$ cat src/rtl/ieee754_pkg.sv
// Shared constants, state encoding and operand classes for the
// single-precision float to 32-bit integer converter.
package ieee754_pkg;

   localparam int unsigned BIAS  = 127;
   localparam int unsigned EXP_W = 8;
   localparam int unsigned MAN_W = 23;
   localparam int unsigned INT_W = 32;

   localparam logic [INT_W-1:0] INT_MAX = 32'h7FFF_FFFF;
   localparam logic [INT_W-1:0] INT_MIN = 32'h8000_0000;

   typedef enum logic [2:0] {
      ST_IDLE,
      ST_DECODE,
      ST_SHIFT,
      ST_SIGN,
      ST_DONE
   } state_e;

   typedef enum logic [2:0] {
      CLS_NORMAL,
      CLS_ZERO,
      CLS_NAN,
      CLS_SAT,
      CLS_MIN
   } cls_e;

endpackage

$ cat src/rtl/ieee754_classify.sv
// Combinational unpack of a single-precision operand into class, initial
// magnitude and shift request for the serial shifter.
module ieee754_classify
   import ieee754_pkg::*;
(
   input  logic [INT_W-1:0] operand,
   output logic             sign,
   output cls_e             cls,
   output logic [4:0]       shift_k,
   output logic             shift_left,
   output logic [INT_W-1:0] mag_init,
   output logic             inexact_init
);

   localparam logic [EXP_W-1:0] EXP_ONE    = EXP_W'(BIAS);
   localparam logic [EXP_W-1:0] EXP_ALIGN  = EXP_W'(BIAS + MAN_W);
   localparam logic [EXP_W-1:0] EXP_OVF    = EXP_W'(BIAS + INT_W - 1);
   localparam logic [EXP_W-1:0] EXP_SPECIAL = '1;

   logic [EXP_W-1:0] exp_f;
   logic [MAN_W-1:0] man_f;

   always_comb begin
      sign         = operand[INT_W-1];
      exp_f        = operand[INT_W-2 -: EXP_W];
      man_f        = operand[MAN_W-1:0];
      cls          = CLS_NORMAL;
      shift_k      = '0;
      shift_left   = 1'b0;
      mag_init     = {8'b0, 1'b1, man_f};
      inexact_init = 1'b0;

      if (exp_f == EXP_SPECIAL) begin
         if (man_f != '0) begin
            cls      = CLS_NAN;
            mag_init = '0;
         end else begin
            cls      = CLS_SAT;
            mag_init = sign ? INT_MIN : INT_MAX;
         end
      end else if (exp_f < EXP_ONE) begin
         cls          = CLS_ZERO;
         mag_init     = '0;
         inexact_init = (exp_f != '0) || (man_f != '0);
      end else if (exp_f >= EXP_OVF) begin
         // -2^31 is exactly representable, so it is not an overflow
         if (sign && (exp_f == EXP_OVF) && (man_f == '0)) begin
            cls = CLS_MIN;
         end else begin
            cls = CLS_SAT;
         end
         mag_init = (cls == CLS_SAT && !sign) ? INT_MAX : INT_MIN;
      end else if (exp_f >= EXP_ALIGN) begin
         shift_left = 1'b1;
         shift_k    = 5'(exp_f - EXP_ALIGN);
      end else begin
         shift_k    = 5'(EXP_ALIGN - exp_f);
      end
   end

endmodule

$ cat src/rtl/ieee754_to_decimal.sv
// Serial float-to-int converter: one magnitude bit shifted per cycle,
// truncating toward zero with saturation and NaN/inexact reporting.
module ieee754_to_decimal
   import ieee754_pkg::*;
(
   input  logic             clk,
   input  logic             rst_n,
   input  logic [INT_W-1:0] ieee754,
   input  logic             in_valid,
   output logic             in_ready,
   output logic [INT_W-1:0] decimal,
   output logic             out_valid,
   input  logic             out_ready,
   output logic             overflow,
   output logic             nan,
   output logic             inexact
);

   state_e           state_q, state_d;
   logic [INT_W-1:0] opnd_q, opnd_d;
   logic [INT_W-1:0] mag_q, mag_d;
   logic [4:0]       k_q, k_d;
   logic             left_q, left_d;
   logic             neg_q, neg_d;
   logic             ovf_q, ovf_d;
   logic             nan_q, nan_d;
   logic             inx_q, inx_d;

   logic             cls_sign;
   cls_e             cls;
   logic [4:0]       cls_k;
   logic             cls_left;
   logic [INT_W-1:0] cls_mag;
   logic             cls_inexact;

   ieee754_classify u_classify (
      .operand      (opnd_q),
      .sign         (cls_sign),
      .cls          (cls),
      .shift_k      (cls_k),
      .shift_left   (cls_left),
      .mag_init     (cls_mag),
      .inexact_init (cls_inexact)
   );

   always_comb begin
      state_d = state_q;
      opnd_d  = opnd_q;
      mag_d   = mag_q;
      k_d     = k_q;
      left_d  = left_q;
      neg_d   = neg_q;
      ovf_d   = ovf_q;
      nan_d   = nan_q;
      inx_d   = inx_q;

      case (state_q)
         ST_IDLE: begin
            if (in_valid) begin
               opnd_d  = ieee754;
               mag_d   = '0;
               k_d     = '0;
               left_d  = 1'b0;
               neg_d   = 1'b0;
               ovf_d   = 1'b0;
               nan_d   = 1'b0;
               inx_d   = 1'b0;
               state_d = ST_DECODE;
            end
         end
         ST_DECODE: begin
            mag_d   = cls_mag;
            k_d     = cls_k;
            left_d  = cls_left;
            inx_d   = cls_inexact;
            ovf_d   = (cls == CLS_SAT);
            nan_d   = (cls == CLS_NAN);
            // saturated and -2^31 results are already in final form
            neg_d   = cls_sign && ((cls == CLS_NORMAL) || (cls == CLS_ZERO));
            state_d = ((cls == CLS_NORMAL) && (cls_k != '0)) ? ST_SHIFT : ST_SIGN;
         end
         ST_SHIFT: begin
            if (left_q) begin
               mag_d = mag_q << 1;
            end else begin
               mag_d = mag_q >> 1;
               inx_d = inx_q | mag_q[0];
            end
            k_d = k_q - 5'd1;
            if (k_q == 5'd1) begin
               state_d = ST_SIGN;
            end
         end
         ST_SIGN: begin
            if (neg_q) begin
               mag_d = ~mag_q + 1'b1;
            end
            state_d = ST_DONE;
         end
         ST_DONE: begin
            if (out_ready) begin
               state_d = ST_IDLE;
            end
         end
         default: state_d = ST_IDLE;
      endcase
   end

   always_ff @(posedge clk) begin
      if (!rst_n) begin
         state_q <= ST_IDLE;
         opnd_q  <= '0;
         mag_q   <= '0;
         k_q     <= '0;
         left_q  <= 1'b0;
         neg_q   <= 1'b0;
         ovf_q   <= 1'b0;
         nan_q   <= 1'b0;
         inx_q   <= 1'b0;
      end else begin
         state_q <= state_d;
         opnd_q  <= opnd_d;
         mag_q   <= mag_d;
         k_q     <= k_d;
         left_q  <= left_d;
         neg_q   <= neg_d;
         ovf_q   <= ovf_d;
         nan_q   <= nan_d;
         inx_q   <= inx_d;
      end
   end

   assign in_ready  = (state_q == ST_IDLE);
   assign out_valid = (state_q == ST_DONE);
   assign decimal   = out_valid ? mag_q : '0;
   assign overflow  = out_valid & ovf_q;
   assign nan       = out_valid & nan_q;
   assign inexact   = out_valid & inx_q;

endmodule

$ cat config.mk
export PLATFORM = sky130hd
export DESIGN_NAME = ieee754_to_decimal
export DESIGN_NICKNAME = d
export VERILOG_FILES = /design/src/rtl/ieee754_pkg.sv /design/src/rtl/ieee754_classify.sv /design/src/rtl/ieee754_to_decimal.sv
export SDC_FILE = /design/constraint.sdc
export NUM_CORES = 1
export LEC_CHECK = 0
export ABC_AREA = 1
export BUFFER_PORTS_ARGS = -buffer_cell sky130_fd_sc_hd__buf_2
export CORE_MARGIN = 10
export CORE_UTILIZATION = 35
export CTS_CLUSTER_DIAMETER = 150
export CTS_CLUSTER_SIZE = 16
export DETAILED_ROUTE_END_ITERATION = 7
export GPL_ROUTABILITY_DRIVEN = 0
export PLACE_DENSITY = 0.54
export SETUP_SLACK_MARGIN = 0.4
export SLEW_MARGIN = 20
export SYNTH_ARGS = -nofsm -noshare
export SYNTH_HDL_FRONTEND = slang
export SYNTH_SLANG_ARGS = --single-unit
$ cat constraint.sdc
create_clock -name clk -period 1.8 [get_ports clk]
set_input_delay 0.09 -clock clk [delete_from_list [all_inputs] [get_ports clk]]
set_output_delay 0.09 -clock clk [all_outputs]
set_load 0.01 [all_outputs]
**After elaboration in Yosys (flattened, before gate mapping)**

Index checks and enable logic that the tools add are counted.

- Register bits: 77
- Bits of input ports: 36
- Output and inout bits: 37
- Word-level logic and storage cells: 103

- Add/sub/neg operators: 4
- Order comparisons: 3
- Eq/ne operators: 16
- Muxes and demuxes: 43
- Bitwise operators: 5
- Reduce and logical (&&, ||, !) cells: 23

Operator list:

| kind | number |
|---|---|
| 2-to-1 mux 32 bit | 10 |
| case mux 32 bit (4 select lines) | 1 |
| adder 32 x 1 -> 32 bit, second input constant | 1 |
| NOT 32 bit | 1 |
| 2-to-1 mux 3 bit | 10 |
| 2-to-1 mux 5 bit | 5 |
| logical NOT 23 bit | 1 |
| nonzero test 23 bit | 1 |
| equality test 8 bit, second input constant | 2 |
| >= comparator 8 bit, second input constant | 2 |
| equality test 3 x 2 -> 1 bit, second input constant | 5 |
| case mux 3 bit (5 select lines) | 1 |
| case mux 5 bit (3 select lines) | 1 |
| 2-to-1 mux 1 bit | 10 |
| AND reduction 3 bit | 3 |
| less-than comparator 8 x 7 -> 1 bit, second input constant | 1 |
| inequality test 2 bit, second input constant | 4 |
| case mux 1 bit (2 select lines) | 4 |
| nonzero test 8 bit | 1 |
| equality test 3 x 1 -> 1 bit, second input constant | 2 |
| logical NOT 3 bit | 2 |
| AND reduction 2 bit | 3 |
| equality test 5 x 1 -> 1 bit, second input constant | 1 |
| logical AND 1 bit | 5 |
| 14 further kinds | 17 |

**Logic depth before layout (Yosys ltp)**

- Word-level depth: 14
- Gate-level depth with buffers: 14
- Gate-level depth less buffers: 14

**Modules after synthesis**

From an unflattened synthesis, not the netlist that was laid out.

- Cell total of the unflattened synthesis: 993
- Area total of the unflattened synthesis: 5858.1 µm²

By module, submodules not included:

| module | instances | cells each | area an instance (µm²) | sequential area each (µm²) |
|---|---|---|---|---|
| ieee754_to_decimal | 1 | 782 | 4747.1 | 1541.5 |
| ieee754_classify | 1 | 211 | 1111.1 | 0.0 |

**Worst setup path before layout**

Ideal clock, no wire load.

- Path kind: reg-to-reg
- From: register opnd_q[25]
- To: register mag_q[15]
- Arrival time: 1.480 ns
- Data required time: 1.668 ns
- Setup slack: 0.188 ns
- Cell stages (with the launch flop): 12
- Buffers on the path: 1
- Cells stage by stage: dfxtp_1 > ha_1 > inv_1 > nor2_1 > nand2_1 > nand3_4 > nand2_2 > nand3_4 > buf_6 > nor2_1 > o21ai_1 > a21oi_1

- Word-level cells in the longest chain between the ends: 14

RTL lines:

| what | RTL line | RTL |
|---|---|---|
| start, declared | ieee754_to_decimal.sv:20 | `logic [INT_W-1:0] opnd_q, opnd_d;` |
| start signal, assigned | ieee754_to_decimal.sv:122 | `opnd_q <= opnd_d;` |
| equality test 8 bit | ieee754_classify.sv:47 | `if (sign && (exp_f == EXP_OVF) && (man_f == '0)) begin` |
| logical AND 1 bit (2 in series) | ieee754_classify.sv:47 |  |
| 2-to-1 mux 3 bit | ieee754_classify.sv:47 |  |
| 2-to-1 mux 3 bit | ieee754_classify.sv:45 | `end else if (exp_f >= EXP_OVF) begin` |
| 2-to-1 mux 3 bit | ieee754_classify.sv:41 | `end else if (exp_f < EXP_ONE) begin` |
| 2-to-1 mux 3 bit | ieee754_classify.sv:33 | `if (exp_f == EXP_SPECIAL) begin` |
| equality test 3 x 2 -> 1 bit | ieee754_classify.sv:52 | `mag_init = (cls == CLS_SAT && !sign) ? INT_MAX : INT_MIN;` |
| logical AND 1 bit | ieee754_classify.sv:52 |  |
| 2-to-1 mux 32 bit | ieee754_classify.sv:52 |  |
| 2-to-1 mux 32 bit | ieee754_classify.sv:45 |  |
| 2-to-1 mux 32 bit | ieee754_classify.sv:41 |  |
| 2-to-1 mux 32 bit (*) | ieee754_classify.sv:33 |  |
| case mux 32 bit (4 select lines) (*) | ieee754_to_decimal.sv:57 | `case (state_q)` |
| end signal, assigned | ieee754_to_decimal.sv:123 | `mag_q <= mag_d;` |
| end, declared | ieee754_to_decimal.sv:21 | `logic [INT_W-1:0] mag_q, mag_d;` |

Mark *: on every way between the ends. The rest lies on a longest branch, timed or not. The select of a mux whose other input is x is not followed.
A chain may end at the register's enable or synchronous reset.

**Worst setup path in the final report**

- From: register opnd_q[29]
- To: register mag_q[5]

The elaborated chain is that of the path after synthesis.

==> results.md <==
* Status: finished, violations left
* Violated checks: negative hold slack
* Startpoint class of the critical path: register
* Internal power at roughly 5000 uW
* CP required at between 2 and 2.5 ns
* Total CTS buffers at 9
* Avg Cell Area, Syn at slightly below 6 sq um
* Cell with the most instances after synthesis: nand2_1
* RSZ-0062 raised after global routing: true
* Cell area after placement at around 0.0065 sq mm
* Area share of the largest cell type after synthesis at 28.60%
* Port bufs at 72
* First-pass GRT wire length at around 33000 um
* Critical-path maximum fanout at 9
* Commonest cells in the synthesized netlist: nand2_1 (219), nor2_1 (141), a21oi_1 (110), inv_1 (89), nand3_1 (78)
* Share of cells above drive strength 1 at between 40% and 50%
* Crit path time final at roughly 1.7 ns
* PD cells at roughly 1000 mW/mm^2
* Total core area at ~0.015 sq mm
* Final #Nets at about 1100
* Final WL at between 20000 and 25000 um
* Vias per cell at between 5 and 6
* WL/cell at ~17 um
* Slew Limit Headroom at 53.25%
* Residual DRC at 0
* Setup ws final at ~0.10 ns
* Distinct cells, synth at 33
* Die ar. at slightly above 0.02 sq mm
* Number of enable flip-flop cells after synthesis at 0
* H-tree levels at 3
* Switching pwr at ~3700 uW
* Die Span Y at between 100 and 150 um
* Cell taking the most area after synthesis: dfxtp_1
* Worst hold slack at -0.00005615 ns
* FF+latch count, synth at 77
* Period utilization at 94.20%
* CTS clock-pin slew for the worst setup and hold paths at approximately 0.06 ns
* FP Rows at 45
* Worst Tran Pin Value at 0.7012 ns
* Via count at a little under 7000
* Routed Antenna Nets at 0
* Synth async-reset ratio at 0%
* Clk_lat worst skew at approximately 0.36 ns
* Total gr overflow at 0
* Vias in the first global route at between 6000 and 7000
* IO Pins at between 70 and 80
* Sequential-to-total area share from yosys stat at between 20 and 30%
* Clock power frac at between 20% and 30%
* Area delta synth->final at 61.25%
* Delay-heaviest family, CP: simple AND/OR/NAND/NOR gates
* CP max stage delay at around 0.34 ns
* Combinational power share at 52.1%
* Antenna violations before repair at 0
* Fmax at 589.8 MHz
* Cells after Synth at 920
* Crit path kind: reg2reg
* CTS Sinks at 77
* Die Width at 144.1 um
* Seq pwr share at 25.6%
* Setup_tns at 0 ns
* Switching Share at between 40% and 50%
* CTS root buffer: clkbuf_16
* Diodes inserted at 0
* Arrival @ worst endpoint at 1.93 ns
* Hpwl dp at around 15000 um
* Total GRT Usage at 19.91%
* Count of TritonRoute iterations in the first routing pass at 5
* Fin. Hold Viols at 1
* Critical Path Sink Type: register
* CTS Buffer Depth at 2
* Post-Syn Area at ~0.0054 sq mm
* Top cells by area, synth: dfxtp_1 (29%), nand2_1 (15%), a21oi_1 (10%)
* Critical path's slowest cell: dfxtp_2
* CP Buf/Inv Count at 2
* Max-Cap Viols at 0
* Syn nets at between 900 and 1000
* Max Slew Vio Count at 0
* Final Skew at ~0.010 ns
* Synth Flop Type: dfxtp_1
* Hold Path Class: in2reg
* Setup WS pre-CTS at 0.03380 ns
* Post-route cell area at roughly 0.0087 sq mm
* Static Leak at around 0.0038 uW
* Iteration-0 DRC Markers at about 600
* CTS tree: done
* Critical-path cell list: inv_1 -> nand2_4 -> nor2_4 -> nand2_1 -> nand3_4 -> nand2_4 -> nand3_4 -> buf_12 -> nor2_2 -> o21ai_1 -> a21oi_1
* Final setup fails at 0
* Ys Warns at 0
* Largest net degree at the start of global routing at roughly 40
* Peak VDD IR at roughly 0.74 mV
* Starting Density at between 30% and 40%
## cells by family (layout without fill, tap and decap cells)
kind of cell               Yosys count  in the layout  synth area share, %
AOI/OAI and AO/OA                  205            205                19.94
DFF                                 77             77                28.60
buffers and inverters              137            308                10.22
adders and majority gates            8              8                1.858
xor gates and xnor gates             5              5               0.8126
and+or+nand+nor                    488            488                38.57
## power groups by stage
stage / Combinational, uW / Sequential, uW / Clock, uW
finish: 4520 / 2220 / 1930
global route: 4880 / 2250 / 2020
CTS: 3580 / 2180 / 1940
detailed placement: 2970 / 2190 / 0
global placement: 2970 / 2190 / 0
floorplan: 1980 / 2150 / 0
## cell usage in the layout (no fill, tap or decap), types with 4 or more instances in the layout
cell	synthesis	layout
nor2_1	141	62
nor2_4	2	48
clkinvlp_4	0	4
o21ai_2	0	21
clkbuf_16	0	18
dlygate4sd3_1	0	5
buf_2	14	43
buf_12	0	9
inv_1	89	79
a21oi_1	110	90
inv_2	6	12
nand2_2	1	17
xor2_1	5	5
o21ai_1	14	20
nand4_1	27	27
nand2_1	219	186
dfxtp_1	77	58
nand3_1	78	52
buf_6	1	51
buf_4	3	75
dfxtp_4	0	7
nand3_2	0	25
dfxtp_2	0	12
a21oi_2	0	20
ha_1	8	5
nand2_4	0	15
nor3_1	8	6
o21ai_0	65	37
a31oi_1	8	8
nor2_2	6	39
## sequential cells by signal, summed over array words and instances, names as in the netlist
register	cells
nan_q	1
neg_q	1
k_q	5
ovf_q	1
state_q	3
inx_q	1
opnd_q	32
left_q	1
mag_q	32
## per-layer routing
layer,GRT usage (%),up-vias,share of wire (%)
li1,-,3363,-
met1,27.38,3117,45
met2,30.95,225,46
met3,4.067,37,6.3
met4,4.997,0,2.0
met5,0,-,0
## cell type report
type,count,area (sq um)
flip-flops and latches,77,1583
clock buffers,11,242.7
inverters,95,376.6
clock inverters,5,60.06
multi-input cells,706,4284
repair buffers,197,1908
well taps,188,235.2
fillers,1417,6456
## through the flow
stage	power [uW]	utilization (%)	std cells	hold slack, ns
after floorplan	4135	-	920	0.2284
after global placement	5160	43.02	1214	0.3695
after detailed placement	5162	43.02	1214	0.3686
after CTS	7701	49.34	1256	0.0001381
after global routing	9149	57.37	1279	0.01703
final	8680	57.37	1279	-0.00005615
## worst min-delay path, cell delays in order
cell	delay [ns]
buf_2	0.08
o21ai_2	0.05
a21oi_1	0.09
## what timing repair did
action                     in CTS  in global routing
setup endpoints to repair     112                110
hold endpoints to repair        1                  4
buffers inserted               21                 10
cloned                          4                  9
pin swaps                      47                 44
hold buffers                    1                  4
gates resized for setup       136                241
## worst paths after layout
kind	slack, ns	depth (start not counted)	from	endpoint
worst max-delay path	0.10	11	opnd_q[29]$_SDFFE_PN0P_	mag_q[5]$_SDFFE_PN0P_
worst min register to register	0.47	2	opnd_q[17]$_SDFFE_PN0P_	opnd_q[17]$_SDFFE_PN0P_
worst max register to register	0.10	11	opnd_q[29]$_SDFFE_PN0P_	mag_q[5]$_SDFFE_PN0P_
worst min-delay path	-0.00006	3	ieee754[9]	opnd_q[9]$_SDFFE_PN0P_
Note: power is estimated with default switching activity, not from simulation.
